==> src/rtl/fifo_ctrl_pkg.sv <==
// Shared constants and helpers for the FIFO port controller.
package fifo_ctrl_pkg;

    localparam int DATA_W_DEF  = 8;
    localparam int NUM_REQ_DEF = 4;

    // Ceiling log2; returns 0 for n <= 1.
    function automatic int clog2(input int n);
        int r;
        r = 0;
        for (int i = 0; i < 31; i++) begin
            if ((1 << i) < n) begin
                r = i + 1;
            end
        end
        return r;
    endfunction

    localparam int ID_W_DEF = clog2(NUM_REQ_DEF);

endpackage

==> src/rtl/fifo_rd_prefetch.sv <==
// Two-entry prefetch buffer that turns the FIFO read port into a valid/ready stream.
module fifo_rd_prefetch
    import fifo_ctrl_pkg::*;
#(
    parameter int DATA_W = DATA_W_DEF
) (
    input  logic              clk,
    input  logic              srst,
    output logic              fifo_rd_en,
    input  logic [DATA_W-1:0] fifo_dout,
    input  logic              fifo_empty,
    output logic              out_valid,
    output logic [DATA_W-1:0] out_data,
    input  logic              out_ready
);

    logic [DATA_W-1:0] buf_q [2];
    logic              head_q;
    logic [1:0]        occ_q;
    logic              inflight_q;
    logic              pop;
    logic              wr_idx;
    logic [2:0]        level;

    assign out_valid = (occ_q != 2'd0);
    assign out_data  = buf_q[head_q];
    assign pop       = out_valid && out_ready;

    // Words already held or on their way, after this cycle's pop.
    assign level      = {1'b0, occ_q} + {2'b00, inflight_q} - {2'b00, pop};
    assign fifo_rd_en = !srst && !fifo_empty && (level < 3'd2);

    // A push only happens with occupancy <= 1, so the tail is head or head^1.
    assign wr_idx = head_q ^ occ_q[0];

    always_ff @(posedge clk) begin
        if (srst) begin
            head_q     <= 1'b0;
            occ_q      <= 2'd0;
            inflight_q <= 1'b0;
        end else begin
            inflight_q <= fifo_rd_en;
            if (pop) begin
                head_q <= ~head_q;
            end
            occ_q <= occ_q + {1'b0, inflight_q} - {1'b0, pop};
        end
    end

    for (genvar gi = 0; gi < 2; gi++) begin : g_entry
        always_ff @(posedge clk) begin
            if (srst) begin
                buf_q[gi] <= '0;
            end else if (inflight_q && (wr_idx == 1'(gi))) begin
                buf_q[gi] <= fifo_dout;
            end
        end
    end

endmodule

==> src/rtl/fifo_port_controller.sv <==
// Shares one FIFO between NUM_REQ writers (round-robin with burst hold) and
// exposes its read port as a registered valid/ready stream.
module fifo_port_controller
    import fifo_ctrl_pkg::*;
#(
    parameter int NUM_REQ   = NUM_REQ_DEF,
    parameter int DATA_W    = DATA_W_DEF,
    parameter int MAX_BURST = 4
) (
    input  logic                      clk,
    input  logic                      srst,
    input  logic [NUM_REQ-1:0]        req_valid,
    input  logic [NUM_REQ*DATA_W-1:0] req_data,
    output logic [NUM_REQ-1:0]        req_ready,
    output logic [clog2(NUM_REQ)-1:0] grant_id,
    output logic [DATA_W-1:0]         fifo_din,
    output logic                      fifo_wr_en,
    input  logic                      fifo_full,
    output logic                      fifo_rd_en,
    input  logic [DATA_W-1:0]         fifo_dout,
    input  logic                      fifo_empty,
    output logic                      out_valid,
    output logic [DATA_W-1:0]         out_data,
    input  logic                      out_ready
);

    localparam int ID_W = clog2(NUM_REQ);
    localparam int BC_W = clog2(MAX_BURST) + 1;

    logic [ID_W-1:0] rr_ptr_q, rr_ptr_d;
    logic [BC_W-1:0] burst_cnt_q, burst_cnt_d;
    logic            lock_q, lock_d;
    logic [ID_W-1:0] lock_id_q, lock_id_d;

    logic [ID_W-1:0] grant;
    logic            grant_any;
    logic            lock_hold;
    logic            lock_drop;
    logic [ID_W-1:0] search_start;
    logic [BC_W-1:0] burst_inc;
    int              idx;

    function automatic logic [ID_W-1:0] next_id(input logic [ID_W-1:0] id);
        return (int'(id) == NUM_REQ - 1) ? '0 : id + 1'b1;
    endfunction

    always_comb begin
        lock_hold    = lock_q && req_valid[lock_id_q];
        lock_drop    = lock_q && !req_valid[lock_id_q];
        // A lock that just dropped hands priority to the requester after it.
        search_start = lock_drop ? next_id(lock_id_q) : rr_ptr_q;
        grant        = search_start;
        grant_any    = 1'b0;
        idx          = 0;
        if (lock_hold) begin
            grant     = lock_id_q;
            grant_any = 1'b1;
        end else begin
            // Descending scan so the nearest requester after search_start wins.
            for (int k = NUM_REQ - 1; k >= 0; k--) begin
                idx = int'(search_start) + k;
                if (idx >= NUM_REQ) begin
                    idx = idx - NUM_REQ;
                end
                if (req_valid[idx]) begin
                    grant     = ID_W'(idx);
                    grant_any = 1'b1;
                end
            end
        end
    end

    assign fifo_wr_en = grant_any && !fifo_full && !srst;
    assign fifo_din   = req_data[int'(grant)*DATA_W +: DATA_W];
    assign grant_id   = srst ? '0 : grant;

    for (genvar gi = 0; gi < NUM_REQ; gi++) begin : g_ready
        assign req_ready[gi] = fifo_wr_en && (grant == ID_W'(gi));
    end

    assign burst_inc = (lock_drop ? '0 : burst_cnt_q) + 1'b1;

    always_comb begin
        rr_ptr_d    = rr_ptr_q;
        burst_cnt_d = burst_cnt_q;
        lock_d      = lock_q;
        lock_id_d   = lock_id_q;
        if (fifo_wr_en) begin
            if (burst_inc == BC_W'(MAX_BURST)) begin
                lock_d      = 1'b0;
                burst_cnt_d = '0;
                rr_ptr_d    = next_id(grant);
            end else begin
                lock_d      = 1'b1;
                lock_id_d   = grant;
                burst_cnt_d = burst_inc;
            end
        end else if (!fifo_full && lock_drop) begin
            lock_d      = 1'b0;
            burst_cnt_d = '0;
            rr_ptr_d    = next_id(lock_id_q);
        end
    end

    always_ff @(posedge clk) begin
        if (srst) begin
            rr_ptr_q    <= '0;
            burst_cnt_q <= '0;
            lock_q      <= 1'b0;
            lock_id_q   <= '0;
        end else begin
            rr_ptr_q    <= rr_ptr_d;
            burst_cnt_q <= burst_cnt_d;
            lock_q      <= lock_d;
            lock_id_q   <= lock_id_d;
        end
    end

    fifo_rd_prefetch #(
        .DATA_W(DATA_W)
    ) u_rd_prefetch (
        .clk        (clk),
        .srst       (srst),
        .fifo_rd_en (fifo_rd_en),
        .fifo_dout  (fifo_dout),
        .fifo_empty (fifo_empty),
        .out_valid  (out_valid),
        .out_data   (out_data),
        .out_ready  (out_ready)
    );

endmodule

==> config.mk <==
export PLATFORM = sky130hd
export DESIGN_NAME = fifo_port_controller
export DESIGN_NICKNAME = d
export VERILOG_FILES = /design/src/rtl/fifo_ctrl_pkg.sv /design/src/rtl/fifo_rd_prefetch.sv /design/src/rtl/fifo_port_controller.sv
export SDC_FILE = /design/constraint.sdc
export NUM_CORES = 1
export LEC_CHECK = 0
export ABC_CLOCK_PERIOD_IN_PS = 6000
export CORE_MARGIN = 2
export CORE_UTILIZATION = 49
export CTS_CLUSTER_DIAMETER = 120
export CTS_CLUSTER_SIZE = 12
export DETAILED_ROUTE_END_ITERATION = 10
export PLACE_DENSITY = 0.86
export SLEW_MARGIN = 10
export SYNTH_ARGS = -nofsm -noshare
export SYNTH_HDL_FRONTEND = slang
export SYNTH_HIERARCHICAL = 1
export SYNTH_SLANG_ARGS = --single-unit
export TNS_END_PERCENT = 50
==> constraint.sdc <==
create_clock -name clk -period 6 [get_ports clk]
set_input_delay 1.2 -clock clk [delete_from_list [all_inputs] [get_ports clk]]
set_output_delay 1.2 -clock clk [all_outputs]
set_load 0.03 [all_outputs]
Word-level counts from Yosys, hierarchy flattened:

Memory sizes are Yosys's and may differ from the RTL's. A register that Yosys moved wholly into a read port is not among the register bits.
Cells that the tools add are included.

* reduce and logical (&&, ||, !) cells: 23
* equality and inequality tests: 7
* magnitude comparators: 10
* add/sub/neg operators: 14
* bitwise logic cells: 6
* multiplexer cells: 58
* shifts and indexed selects: 1

Operators by type and width (count)
* $mux W32: 8
* $lt A32 B4 Y1 const B: 4
* $shiftx A32 B6 Y8: 1
* $mux W1: 27
* $mux W2: 12
* $mux W8: 2
* $logic_and A1 B1 Y1: 14
* $mux W3: 4
* $sub A3 B3 Y4 const B: 3
* $bmux W1 S2: 5
* $ge A3 B3 Y1 const B: 3
* $add A2 B2 Y3 const B: 2
* $eq A2 B1 Y1 const B: 3
* $add A2 B1 Y2 const B: 2
* $eq A2 B2 Y1 const B: 2
* $logic_not A1 Y1: 4
* $reduce_and A2 Y1: 2
* $reduce_bool A2 Y1: 2
* $sub A2 B3 Y4 const B: 1
* $add A2 B1 Y3: 1
* $add A2 B1 Y3 const B: 1
* $add A3 B1 Y3 const B: 1
* $eq A3 B3 Y1 const B: 1
* $ge A2 B3 Y1 const B: 1
* other kinds (10): 13

* flip-flop bits (word level): 12
* input bits: 49
* RAM bits: 16
* memories: 1

Memory list
* u_rd_prefetch.buf_q: depth 2, width 8, rd ports 1, clocked after memory_dff 1, wr ports 2, RTL line fifo_rd_prefetch.sv:17 `logic [DATA_W-1:0] buf_q [2];`

Longest topological paths before layout:

Gate-level depths: netlist of run 1.

* depth in word-level cells: 21
* mapped depth: 11
* gate-level depth less buffers: 9

Hierarchy:

The synthesis of run 1 kept the hierarchy.

By module, submodules not included
* fifo_port_controller: cells an instance 144, area an instance 1138.6 sq um, times used 1
* fifo_rd_prefetch: cells an instance 71, area an instance 1014.7 sq um, times used 1

Worst setup path after synthesis of run 1:

No wires, ideal clock.

* kind: input port to output port
* start point: in req_valid[0]
* end point: out req_ready[1]
* path buffers: 2
* stages: 8
* arrival time: 3718 ps
* path slack: 1082 ps
* cell sequence: clkbuf_1 > mux2_4 > o22a_1 > o311a_1 > o41ai_4 > nand2_4 > buf_6 > nor3b_1

* longest elaborated chain between the ends: 20
* elaborated cells on any way between the ends: 51

RTL lines
* from (decl): RTL line fifo_port_controller.sv:12 `input logic [NUM_REQ-1:0] req_valid,`
* $bmux W1 S2: RTL line fifo_port_controller.sv:48, fifo_port_controller.sv:49
* $mux W1 (implied by the code): RTL line fifo_port_controller.sv:48, fifo_port_controller.sv:49
* $logic_not A1 Y1: RTL line fifo_port_controller.sv:49 `lock_drop = lock_q && !req_valid[lock_id_q];`
* $logic_and A1 B1 Y1: RTL line fifo_port_controller.sv:49
* $mux W2: RTL line fifo_port_controller.sv:51 `search_start = lock_drop ? next_id(lock_id_q) : rr_ptr_q;`
* $add A2 B2 Y3: RTL line fifo_port_controller.sv:61 `idx = int'(search_start) + k;`
* $sub A3 B3 Y4 / $ge A3 B3 Y1 (equally long branches): RTL line fifo_port_controller.sv:63, fifo_port_controller.sv:62
* $mux W32: RTL line fifo_port_controller.sv:62 `if (idx >= NUM_REQ) begin`
* $mux W32: RTL line fifo_port_controller.sv:55 `if (lock_hold) begin`
* $bmux W1 S2: RTL line fifo_port_controller.sv:65 `if (req_valid[idx]) begin`
* $mux W1 (implied by the code) (2 in a row): RTL line fifo_port_controller.sv:65
* $mux W1 (4 in a row): RTL line fifo_port_controller.sv:65
* $mux W1: RTL line fifo_port_controller.sv:55
* $logic_and A1 B1 Y1 (2 in a row): RTL line fifo_port_controller.sv:73 `assign fifo_wr_en = grant_any && !fifo_full && !srst;`
* $logic_and A1 B1 Y1 *: RTL line fifo_port_controller.sv:78 `assign req_ready[gi] = fifo_wr_en && (grant == ID_W'(gi));`
* to (decl): RTL line fifo_port_controller.sv:14 `output logic [NUM_REQ-1:0] req_ready,`

Mark *: on every way between the ends. The rest lies on a longest branch, timed or not. The select of a mux whose other input is x is not followed.

Worst setup path in the final report of run 1:

* start point: in req_valid[1]
* end point: out fifo_din[4]

* longest elaborated chain between the ends: 18
* elaborated cells on any way between the ends: 43

RTL lines
* $bmux W1 S2: RTL line fifo_port_controller.sv:48, fifo_port_controller.sv:49
* $mux W1 (implied by the code): RTL line fifo_port_controller.sv:48, fifo_port_controller.sv:49
* $logic_not A1 Y1: RTL line fifo_port_controller.sv:49
* $logic_and A1 B1 Y1: RTL line fifo_port_controller.sv:49
* $mux W2: RTL line fifo_port_controller.sv:51
* $add A2 B2 Y3: RTL line fifo_port_controller.sv:61
* $sub A3 B3 Y4 / $ge A3 B3 Y1 (equally long branches): RTL line fifo_port_controller.sv:63, fifo_port_controller.sv:62
* $mux W32: RTL line fifo_port_controller.sv:62
* $mux W32: RTL line fifo_port_controller.sv:55
* $bmux W1 S2: RTL line fifo_port_controller.sv:65
* $mux W1 (implied by the code) (2 in a row): RTL line fifo_port_controller.sv:65
* $mux W2 (4 in a row): RTL line fifo_port_controller.sv:65
* $mux W2 *: RTL line fifo_port_controller.sv:55
* $shiftx A32 B6 Y8 *: RTL line fifo_port_controller.sv:74 `assign fifo_din = req_data[int'(grant)*DATA_W +: DATA_W];`
* to (decl): RTL line fifo_port_controller.sv:16 `output logic [DATA_W-1:0] fifo_din,`

Marked as above.

==> out/results.md, run 1 <==
| Quantity | Value | Unit |
|:---|:---|:---|
| Run status | completed | - |
| Via count of the first global-routing pass | 1911 | - |
| Clock buffers created by TritonCTS | 5 | - |
| Register share of total power | 32.3 | % |
| Number of buffers inserted by hold repair at cts | 0 | - |
| Final std cell area, no fill | 0.003022 | mm2 |
| Combinational share of power | 45.4 | % |
| Number of instances resized during post-cts repair | 0 | - |
| Area of the core | 0.004294 | mm2 |
| Number of levels the H-tree was split into | 2 | - |
| Final Wtd Congestion | 0.9084 | - |
| Area enclosed by the die boundary | 0.004941 | mm2 |
| Post-route DRC | 0 | - |
| Height of the chip | 70.29 | um |
| Setup bufs post-CTS | 0 | - |
| Highest-count cells in the layout ignoring fill and taps | clkdlybuf4s50_1, mux2i_1, nor2_1 | - |
| Required time reported for the critical path endpoint | 4.80 | ns |
| Synth cell types | 51 | - |
| Clock tree from TritonCTS | yes | - |
| Number of vias per cell | 5.548 | - |
| Worst Path Arrival | 4.52 | ns |
| First-pass iteration count of the detailed router | 4 | - |
| Maximum single-stage delay on the critical path | 0.70 | ns |
| Number of antenna violations at the first check in global routing | 0 | - |
| Net switching power | 0.0003027 | W |
| Post-synth net total | 271 | - |
| Maximum number of pins on one net before global-route repair | 21 | - |
| Ys async rst share | 0 | % |
| Power density normalized to cell area | 285.6 | mW/mm2 |
| Sum of routed wire length over all layers | 4927 | um |
| Capturing element type of the critical path | primary output | - |
| Fraction of the cycle the final worst path needs | 95.35 | % |
| Setup skew after layout | 0.002599 | ns |
| HPWL after DPL | 3832 | um |
| Starting density of the core | 50.15 | % |
| Fill count | 340 | - |
| Sequential share of the synthesized area | 34.40 | % |
| Family with the most delay on the worst path | buffers and inverters | - |
| Number of synthesized register bits | 29 | - |
| CTS max path bufs | 2 | - |
| CTS Root Buffer Type | clkbuf_8 | - |
| Number of rows in the core area | 24 | - |
| Maximum achievable frequency | 174.8 | MHz |
| Port Buffers | 73 | - |
| Primary flip-flop cell chosen by synthesis mapping | edfxtp_1 | - |
| Total number of vias | 1892 | - |
| Synthesized netlist cell count | 215 | - |
| Worst min-delay path category | reg -> reg | - |
| Remaining Overflow, GRT | 0 | - |
| Placed instance count | 333 | - |
| Worst-path fanout max | 19 | - |
| Clock latency on the worst-skew pair | 0.27 | ns |
| Combined area of all synthesized cells | 0.002153 | mm2 |
| Synthesis Warnings | 6 | - |
| RSZ-0062 raised after global routing | false | - |
| Most common cell after layout, fill and taps aside | clkdlybuf4s50_1 | - |
| Cell breakdown of the critical path | clkdlybuf4s50_1 > mux2_4 > o22a_1 > o311a_1 > o41ai_4 > nand2_4 > mux2i_1 > mux2i_1 > clkdlybuf4s50_1 | - |
| Highest ir drop seen on vdd | 0.0002226 | V |
| Antenna diode count | 0 | - |
| Relative max-transition margin | 52.52 | % |
| Count of final max-slew check failures | 0 | - |
| Share of layout cells above drive strength 1 | 18.69 | % |
| Width of the die | 70.29 | um |
| Mean instance size in the synthesized netlist | 10.02 | um2 |
| Number of nets in the final layout | 344 | - |
| Final period demand of the worst path | 5.721 | ns |
| Total number of clock tree sinks | 29 | - |
| WP depth | 9 | - |
| Length in cells of the worst reg-to-reg path | 8 | - |
| Overall track demand over capacity in global routing | 21.02 | % |
| First-iteration detailed-routing DRC count | 177 | - |
| Critical path buffer and inverter count | 2 | - |
| Number of instances on the worst hold path | 2 | - |
| Syn-to-layout area delta | 40.33 | % |
| Post-place instance area | 0.002915 | mm2 |
| Switching part of the total | 35.07 | % |
| Post-detailed-route count of antenna-violating nets | 0 | - |
| Total I/O pin count | 74 | - |
| Hold Fails Final Rpt | 0 | - |
| Critical path class | in -> out | - |
| Fraction of power consumed by the clock network | 22.3 | % |
| Number of flops mapped to enable cells by yosys | 16 | - |
| Sort of element at the start of the critical path | primary input | - |
| Global-route wire length before repair | 8383 | um |
| Standard cell with the maximum stage delay on the critical path | clkdlybuf4s50_1 | - |
| Max-capacitance violation count | 0 | - |
| Register clock-pin slew on the reported worst setup and hold paths | 0.06 | ns |
| Number of standard cells in the final layout excluding fillers | 341 | - |
| Total Negative Setup Slacks | 0 | ns |
| Final setup violation count | 0 | - |
| Final routed wire length divided by cell count | 14.45 | um |
| Worst slew pin tran | 0.7056 | ns |
| Total internal power | 0.0005603 | W |
| Leak Pwr | 1.191 | nW |
-- path summary, 6_finish.rpt --
check	slack (ns)	from	endpoint
worst max register to register	2.83	lock_id_q[0]	rr_ptr_q[1]
worst min register to register	0.49	burst_cnt_q[1]	burst_cnt_q[1]
worst min-delay path	0.49	burst_cnt_q[1]	burst_cnt_q[1]
worst max-delay path	0.28	req_valid[1]	fifo_din[4]
-- layout make-up --
class	count	area, um2	area share (%)
clock buffer	6	72.57	2.402
clock inverter	2	33.78	1.118
inverter	10	37.54	1.242
multi-input combinational	163	1296	42.90
sequential	29	740.7	24.51
tap	52	65.06	2.153
timing repair buffer	79	775.7	25.67
-- layer usage --
metal	global-route usage [%]	vias up	wire length (um)	part of all wire [%]
li1	-	939	-	-
met1	26.07	877	1995	40
met2	36.27	68	2535	51
met3	2.886	8	308	6.3
met4	8.974	0	87	1.8
met5	0	-	0	0
-- tightest hold or removal path: cells and delay by family (launching register included) --
| family | cells | cell delay, ns |
|---|---|---|
| AO/OA/AOI/OAI | 1 | 0.06 |
| AND/OR/NAND/NOR | 1 | 0.08 |
| flip-flops | 1 | 0.32 |
-- power by group through the flow --
stage                     sequential (W)  combinational [W]  clock (W)
after floorplan                 0.000270           0.000260          0
after global placement          0.000280           0.000386          0
after detailed placement        0.000283           0.000392          0
after CTS                       0.000279           0.000395   0.000195
after global routing            0.000283           0.000420   0.000203
final                           0.000279           0.000392   0.000193
-- stage by stage --
step / hold WS, ns / setup WS, ns / power (W) / util [%]
2_1_floorplan: 0.4543 / 1.082 / 0.0005301 / -
3_3_place_gp: 0.4801 / 0.3665 / 0.0006661 / 67.89
3_5_place_dp: 0.4922 / 0.2723 / 0.0006750 / 67.89
4_1_cts: 0.5059 / 0.2715 / 0.0008690 / 70.37
5_1_grt: 0.5341 / 0.09347 / 0.0009064 / 70.37
6_report: 0.4949 / 0.2791 / 0.0008629 / 70.37
-- cells by family after synthesis --
group           synth area share [%]
flops                          34.40
simple gates                   18.77
buf+inv                        5.403
fa+ha+maj                      4.416
xor+xnor                       1.976
mux                            19.87
compound gates                 15.17
-- synth_stat cells (all sizes together), types with 3 or more instances --
master	count	area (um2)
a21o	3	25.03
xnor2	3	26.28
a21oi	10	50.05
and3	16	120.1
ha	6	75.07
o21a	3	22.52
buf	7	56.30
nand2	8	37.54
nor3	5	25.02
o31ai	3	22.52
edfxtp	16	480.5
o22ai	3	18.77
mux2i	27	270.3
o21ai	5	25.02
mux2	13	157.7
nor2b	3	26.27
nor2	18	67.56
and2	4	25.02
and2b	3	26.28
nor4	3	18.77
clkbuf	6	22.52
dfxtp	13	260.3
a31oi	3	18.77
inv	9	33.78
or2	3	18.77
-- state kept, by name, indices dropped and copies added, names as in the netlist, named ones only --
| name | flops |
|---|---|
| u_rd_prefetch/buf_q | 16 |
| lock_q | 1 |
| u_rd_prefetch/inflight_q | 1 |
| u_rd_prefetch/occ_q | 2 |
| rr_ptr_q | 2 |
| lock_id_q | 2 |
| burst_cnt_q | 3 |
| u_rd_prefetch/head_q | 1 |
No activity file was read; power rests on OpenSTA's default activity.
==> run 2, diff against run 1 <==
Settings changed: CORE_UTILIZATION 49 to 60, DONT_BUFFER_PORTS set to 1, PLACE_DENSITY 0.86 to 0.76.
==> run 2 against run 1 <==
  * Core utilization fell by 5.5 points
  * Register-to-register slack got worse by 0.33 ns
  * Clock-buffer cell count fell by 1
  * Final cell count fell by 24%
  * Largest power group unchanged
==> out/results.md, run 2 (synthesis results as in run 1) <==
| Quantity | Value | Unit |
|:---|:---|:---|
| Placed instance count | 250 | - |
| Total Negative Setup Slacks | 0 | ns |
| Number of levels the H-tree was split into | 2 | - |
| Worst slew pin tran | 1.122 | ns |
| Post-route DRC | 0 | - |
| Port Buffers | 0 | - |
| Number of rows in the core area | 21 | - |
| Total number of clock tree sinks | 29 | - |
| Via count of the first global-routing pass | 1544 | - |
| CTS Root Buffer Type | clkbuf_4 | - |
| Final routed wire length divided by cell count | 17.40 | um |
| Number of instances resized during post-cts repair | 0 | - |
| Worst Path Arrival | 3.95 | ns |
| Share of layout cells above drive strength 1 | 23.58 | % |
| Sum of routed wire length over all layers | 4490 | um |
| Final Wtd Congestion | 0.8922 | - |
| Clock latency on the worst-skew pair | 0.32 | ns |
| CTS max path bufs | 2 | - |
| Post-detailed-route count of antenna-violating nets | 0 | - |
| RSZ-0062 raised after global routing | false | - |
| Final worst slack | 0.8538 | ns |
| Sort of element at the start of the critical path | primary input | - |
| Area enclosed by the die boundary | 0.004084 | mm2 |
| First-pass iteration count of the detailed router | 4 | - |
| Clock buffers created by TritonCTS | 5 | - |
| Register clock-pin slew on the reported worst setup and hold paths | 0.09 | ns |
| Hold Fails Final Rpt | 0 | - |
| Number of buffers inserted by hold repair at cts | 0 | - |
| Maximum achievable frequency | 194.3 | MHz |
| Critical path class | in -> out | - |
| Cell breakdown of the critical path | mux2_4 > o22a_1 > o31ai_1 > a221oi_2 > o32ai_2 > mux2i_1 | - |
| Relative max-transition margin | 25.17 | % |
| Fraction of the cycle the final worst path needs | 85.77 | % |
| Final setup violation count | 0 | - |
| Flip-flop count of the largest register, all copies and words added | 16 | - |
| Setup skew after layout | 0.008152 | ns |
| Worst min-delay path category | reg -> reg | - |
| Register containing the most flip-flops in the final layout | u_rd_prefetch/buf_q | - |
| Number of antenna violations at the first check in global routing | 0 | - |
| Global-route wire length before repair | 7100 | um |
| Setup bufs post-CTS | 0 | - |
| Total I/O pin count | 74 | - |
| Number of nets in the final layout | 267 | - |
| Width of the die | 63.91 | um |
| Antenna diode count | 0 | - |
| Final period demand of the worst path | 5.146 | ns |
| Syn-to-layout area delta | 2.034 | % |
| Power density normalized to cell area | 307.0 | mW/mm2 |
| Leak Pwr | 0.8689 | nW |
| Number of standard cells in the final layout excluding fillers | 258 | - |
| Final Core Density | 64.82 | % |
| Highest ir drop seen on vdd | 0.0002186 | V |
| Post-placement setup slack | 0.8366 | ns |
| Critical path buffer and inverter count | 0 | - |
| Required time reported for the critical path endpoint | 4.80 | ns |
| Number of vias per cell | 6.326 | - |
| Starting density of the core | 63.53 | % |
| Capturing element type of the critical path | primary output | - |
| Clock tree from TritonCTS | yes | - |
| Area of the core | 0.003390 | mm2 |
| HPWL after DPL | 3447 | um |
| Height of the chip | 63.91 | um |
| Most common cell after layout, fill and taps aside | mux2i_1 | - |
| First-iteration detailed-routing DRC count | 155 | - |
| Maximum single-stage delay on the critical path | 0.96 | ns |
| Max-capacitance violation count | 0 | - |
| Total number of vias | 1632 | - |
| Family with the most delay on the worst path | compound AO/OA/AOI/OAI gates | - |
| Worst-path fanout max | 13 | - |
| Standard cell with the maximum stage delay on the critical path | o32ai_2 | - |
| Remaining Overflow, GRT | 0 | - |
| Largest registers ranked by flip-flop count | u_rd_prefetch/buf_q x16, burst_cnt_q x3 | - |
| Overall track demand over capacity in global routing | 22.30 | % |
| Run status | completed | - |
| Highest-count cells in the layout ignoring fill and taps | mux2i_1, nor2_1, and3_2, edfxtp_1, dfxtp_1 | - |
| Maximum number of pins on one net before global-route repair | 21 | - |
| Count of final max-slew check failures | 0 | - |
run 2: worst paths after layout:
kind                  startpoint        endpoint  slack (ns)  cells past startpoint
setup reg to reg    lock_id_q[0]     rr_ptr_q[1]        2.50                      8
hold / removal    burst_cnt_q[1]  burst_cnt_q[1]        0.50                      2
setup / recovery    req_valid[2]     fifo_din[2]        0.85                      6
hold reg to reg   burst_cnt_q[1]  burst_cnt_q[1]        0.50                      2
run 2: final cells by class:
type / instances / area, um2
inverter: 10 / 37.54
clock buffer: 5 / 37.54
sequential: 29 / 740.7
clock inverter: 3 / 12.51
tap: 46 / 57.56
multi-input combinational: 163 / 1296
timing repair buffer: 2 / 15.01
fill: 274 / 1192
run 2: power by group:
| part | total, W | switching, W | internal (W) |
|---|---|---|---|
| logic | 0.000288 | 0.000186 | 0.000102 |
| registers | 0.000279 | 0.0000301 | 0.000249 |
| clock network | 0.000107 | 0.0000644 | 0.0000422 |
| total | 0.000675 | 0.000281 | 0.000394 |
run 2: layer usage:
| layer | share of wire (%) | global-route usage, % | vias to the layer above |
|---|---|---|---|
| met3 | 8.4 | 7.042 | 5 |
| met1 | 41 | 26.50 | 754 |
| met4 | 0.94 | 5.978 | 0 |
| li1 | - | - | 787 |
| met2 | 49 | 38.67 | 86 |
| met5 | 0 | 0 | - |
run 2: per-stage QoR:
stage	power, W	hold slack (ns)	instance area (um2)
5_1_grt	0.0007107	0.5583	2197
2_1_floorplan	0.0005301	0.4543	2153
3_5_place_dp	0.0005722	0.4873	2147
4_1_cts	0.0006799	0.5115	2197
6_report	0.0006746	0.5019	2197
3_3_place_gp	0.0005600	0.4809	2147
run 2: tightest hold or removal path, delay by kind of cell, from the launching register on:
| family | cells | cell delay (ns) |
|---|---|---|
| AND/OR/NAND/NOR | 1 | 0.07 |
| flip-flops | 1 | 0.34 |
| AO/OA/AOI/OAI | 1 | 0.06 |
==> run 3, diff against run 2 <==
Settings changed: CELL_PAD_IN_SITES_DETAIL_PLACEMENT set to 1, CELL_PAD_IN_SITES_GLOBAL_PLACEMENT set to 1, CORE_UTILIZATION 60 to 51, CTS_CLUSTER_SIZE 12 to unset, PLACE_DENSITY 0.76 to 0.84.
==> run 3 against run 2 <==
  * Sequential power barely moved
  * Worst setup slack got worse by 0.013 ns
  * First-iteration DRC count fell by 13%
  * Flip-flop and latch count did not move
  * Sequential share of layout area fell by 0.62 points
  * Clock power rose by 45%
  * Global-route usage rose by 0.70 points
  * Combinational power barely moved
  * Wire length rose by 13%
  * Clock skew fell by 0.0016 ns
  * Largest cell class unchanged
  * Largest power group unchanged
  * Highest routed layer unchanged
==> out/results.md, run 3 (synthesis results as in run 1) <==
| Quantity | Value | Unit |
|:---|:---|:---|
| Run status | completed | - |
| Register clock-pin slew on the reported worst setup and hold paths | 0.06 | ns |
| Worst slew pin tran | 1.101 | ns |
| Final Core Density | 55.56 | % |
| Total Negative Setup Slacks | 0 | ns |
| Hold Fails Final Rpt | 0 | - |
| Maximum number of pins on one net before global-route repair | 21 | - |
| Share of layout cells above drive strength 1 | 24.53 | % |
| Number of nets in the final layout | 267 | - |
| Worst min-delay path category | reg -> reg | - |
| Height of the chip | 68.98 | um |
| Net switching power | 0.0002927 | W |
| Combinational share of power | 40.2 | % |
| Power, Total | 0.0007257 | W |
| Port Buffers | 0 | - |
| Antenna diode count | 0 | - |
| Clock tree from TritonCTS | yes | - |
| Relative max-transition margin | 26.61 | % |
| Remaining Overflow, GRT | 0 | - |
| Count of final max-slew check failures | 0 | - |
| Fraction of the cycle the final worst path needs | 85.99 | % |
| Starting density of the core | 53.45 | % |
| Power density normalized to cell area | 324.2 | mW/mm2 |
| Number of buffers inserted by hold repair at cts | 0 | - |
| Critical path class | in -> out | - |
| Switching part of the total | 40.33 | % |
| CTS Root Buffer Type | clkbuf_8 | - |
| Final Wtd Congestion | 0.8537 | - |
| Overall track demand over capacity in global routing | 23.00 | % |
| Number of rows in the core area | 23 | - |
| Sum of routed wire length over all layers | 5085 | um |
| Worst Path Arrival | 3.96 | ns |
| Final routed wire length divided by cell count | 19.41 | um |
| Leak Pwr | 0.8828 | nW |
| Register containing the most flip-flops in the final layout | u_rd_prefetch/buf_q | - |
| Sort of element at the start of the critical path | primary input | - |
| Highest ir drop seen on vdd | 0.0001675 | V |
| Total number of clock tree sinks | 29 | - |
| Worst-path fanout max | 13 | - |
| Post-detailed-route count of antenna-violating nets | 0 | - |
| Register share of total power | 38.4 | % |
| First-pass iteration count of the detailed router | 4 | - |
| Fraction of power consumed by the clock network | 21.4 | % |
| Setup skew after layout | 0.006522 | ns |
| Total number of vias | 1635 | - |
| Number of instances resized during post-cts repair | 0 | - |
| CTS max path bufs | 2 | - |
| Clock latency on the worst-skew pair | 0.28 | ns |
| Area of the core | 0.004029 | mm2 |
| HPWL after DPL | 4024 | um |
| Most common cell after layout, fill and taps aside | mux2i_1 | - |
| Largest registers ranked by flip-flop count | u_rd_prefetch/buf_q x16, burst_cnt_q x3 | - |
| Setup bufs post-CTS | 0 | - |
| Final worst slack | 0.8403 | ns |
| Flip-flop count of the largest register, all copies and words added | 16 | - |
| Final period demand of the worst path | 5.160 | ns |
| Number of antenna violations at the first check in global routing | 0 | - |
| Global-route wire length before repair | 7893 | um |
| Capturing element type of the critical path | primary output | - |
| Syn-to-layout area delta | 3.951 | % |
| Final setup violation count | 0 | - |
| Highest-count cells in the layout ignoring fill and taps | mux2i_1, nor2_1, and3_2, edfxtp_1, dfxtp_1 | - |
| Width of the die | 68.98 | um |
| Post-placement setup slack | 0.7994 | ns |
| Max-capacitance violation count | 0 | - |
| Total internal power | 0.0004330 | W |
| First-iteration detailed-routing DRC count | 135 | - |
| Clock buffers created by TritonCTS | 5 | - |
| Number of vias per cell | 6.240 | - |
| Required time reported for the critical path endpoint | 4.80 | ns |
| Via count of the first global-routing pass | 1642 | - |
| Maximum achievable frequency | 193.8 | MHz |
| Area enclosed by the die boundary | 0.004758 | mm2 |
| RSZ-0062 raised after global routing | false | - |
| Post-route DRC | 0 | - |
| Total I/O pin count | 74 | - |
| Number of levels the H-tree was split into | 2 | - |
[run 3: changes by cell type in the layout (fill, tap and decap cells not counted)]
cell,change
clkinv_2,+1
clkinvlp_4,+1
clkinv_1,-2
clkbuf_4,-5
clkbuf_8,+5
[run 3: routing by layer]
metal	vias to the layer above	part of all wire, %	global-route usage (%)	wire length (um)
met5	-	0	0	0
met4	0	1.1	5.882	55
met3	6	7.6	6.981	384
met2	73	50	39.18	2525
met1	771	42	28.28	2120
li1	785	-	-	-
[run 3: critical path, stage by stage]
cell	delay, ns
mux2_4	0.29
o22a_1	0.38
o31ai_1	0.31
a221oi_2	0.10
o32ai_2	0.95
mux2i_1	0.71
[run 3: final timing paths]
check,from,endpoint,slack [ns],cells after the start
hold reg to reg,burst_cnt_q[2],burst_cnt_q[2],0.52,2
setup / recovery,req_valid[2],fifo_din[7],0.84,6
setup reg to reg,lock_id_q[0],rr_ptr_q[1],2.43,8
hold / removal,burst_cnt_q[2],burst_cnt_q[2],0.52,2
[run 3: final cells by class]
type,count,area (um2)
Inverter,10,37.54
Timing Repair Buffer,2,15.01
Multi-Input combinational cell,163,1296
Tap cell,50,62.56
Clock buffer,5,68.82
Fill cell,459,1790
Sequential cell,29,740.7
Clock inverter,3,17.52
[run 3: power groups by stage]
| stage | Combinational, W | Sequential (W) | Clock [W] |
|---|---|---|---|
| detailed placement | 0.000294 | 0.000284 | 0 |
| floorplan | 0.000260 | 0.000270 | 0 |
| CTS | 0.000294 | 0.000280 | 0.000158 |
| global route | 0.000315 | 0.000284 | 0.000165 |
| finish | 0.000291 | 0.000279 | 0.000155 |
| global placement | 0.000280 | 0.000279 | 0 |
[run 3: per-stage QoR]
| stage | cells | hold slack (ns) | area [um2] |
|---|---|---|---|
| floorplan | 215 | 0.4543 | 2153 |
| global placement | 254 | 0.4755 | 2152 |
| detailed placement | 254 | 0.5054 | 2152 |
| CTS | 262 | 0.5223 | 2238 |
| global route | 262 | 0.5427 | 2238 |
| finish | 262 | 0.5165 | 2238 |
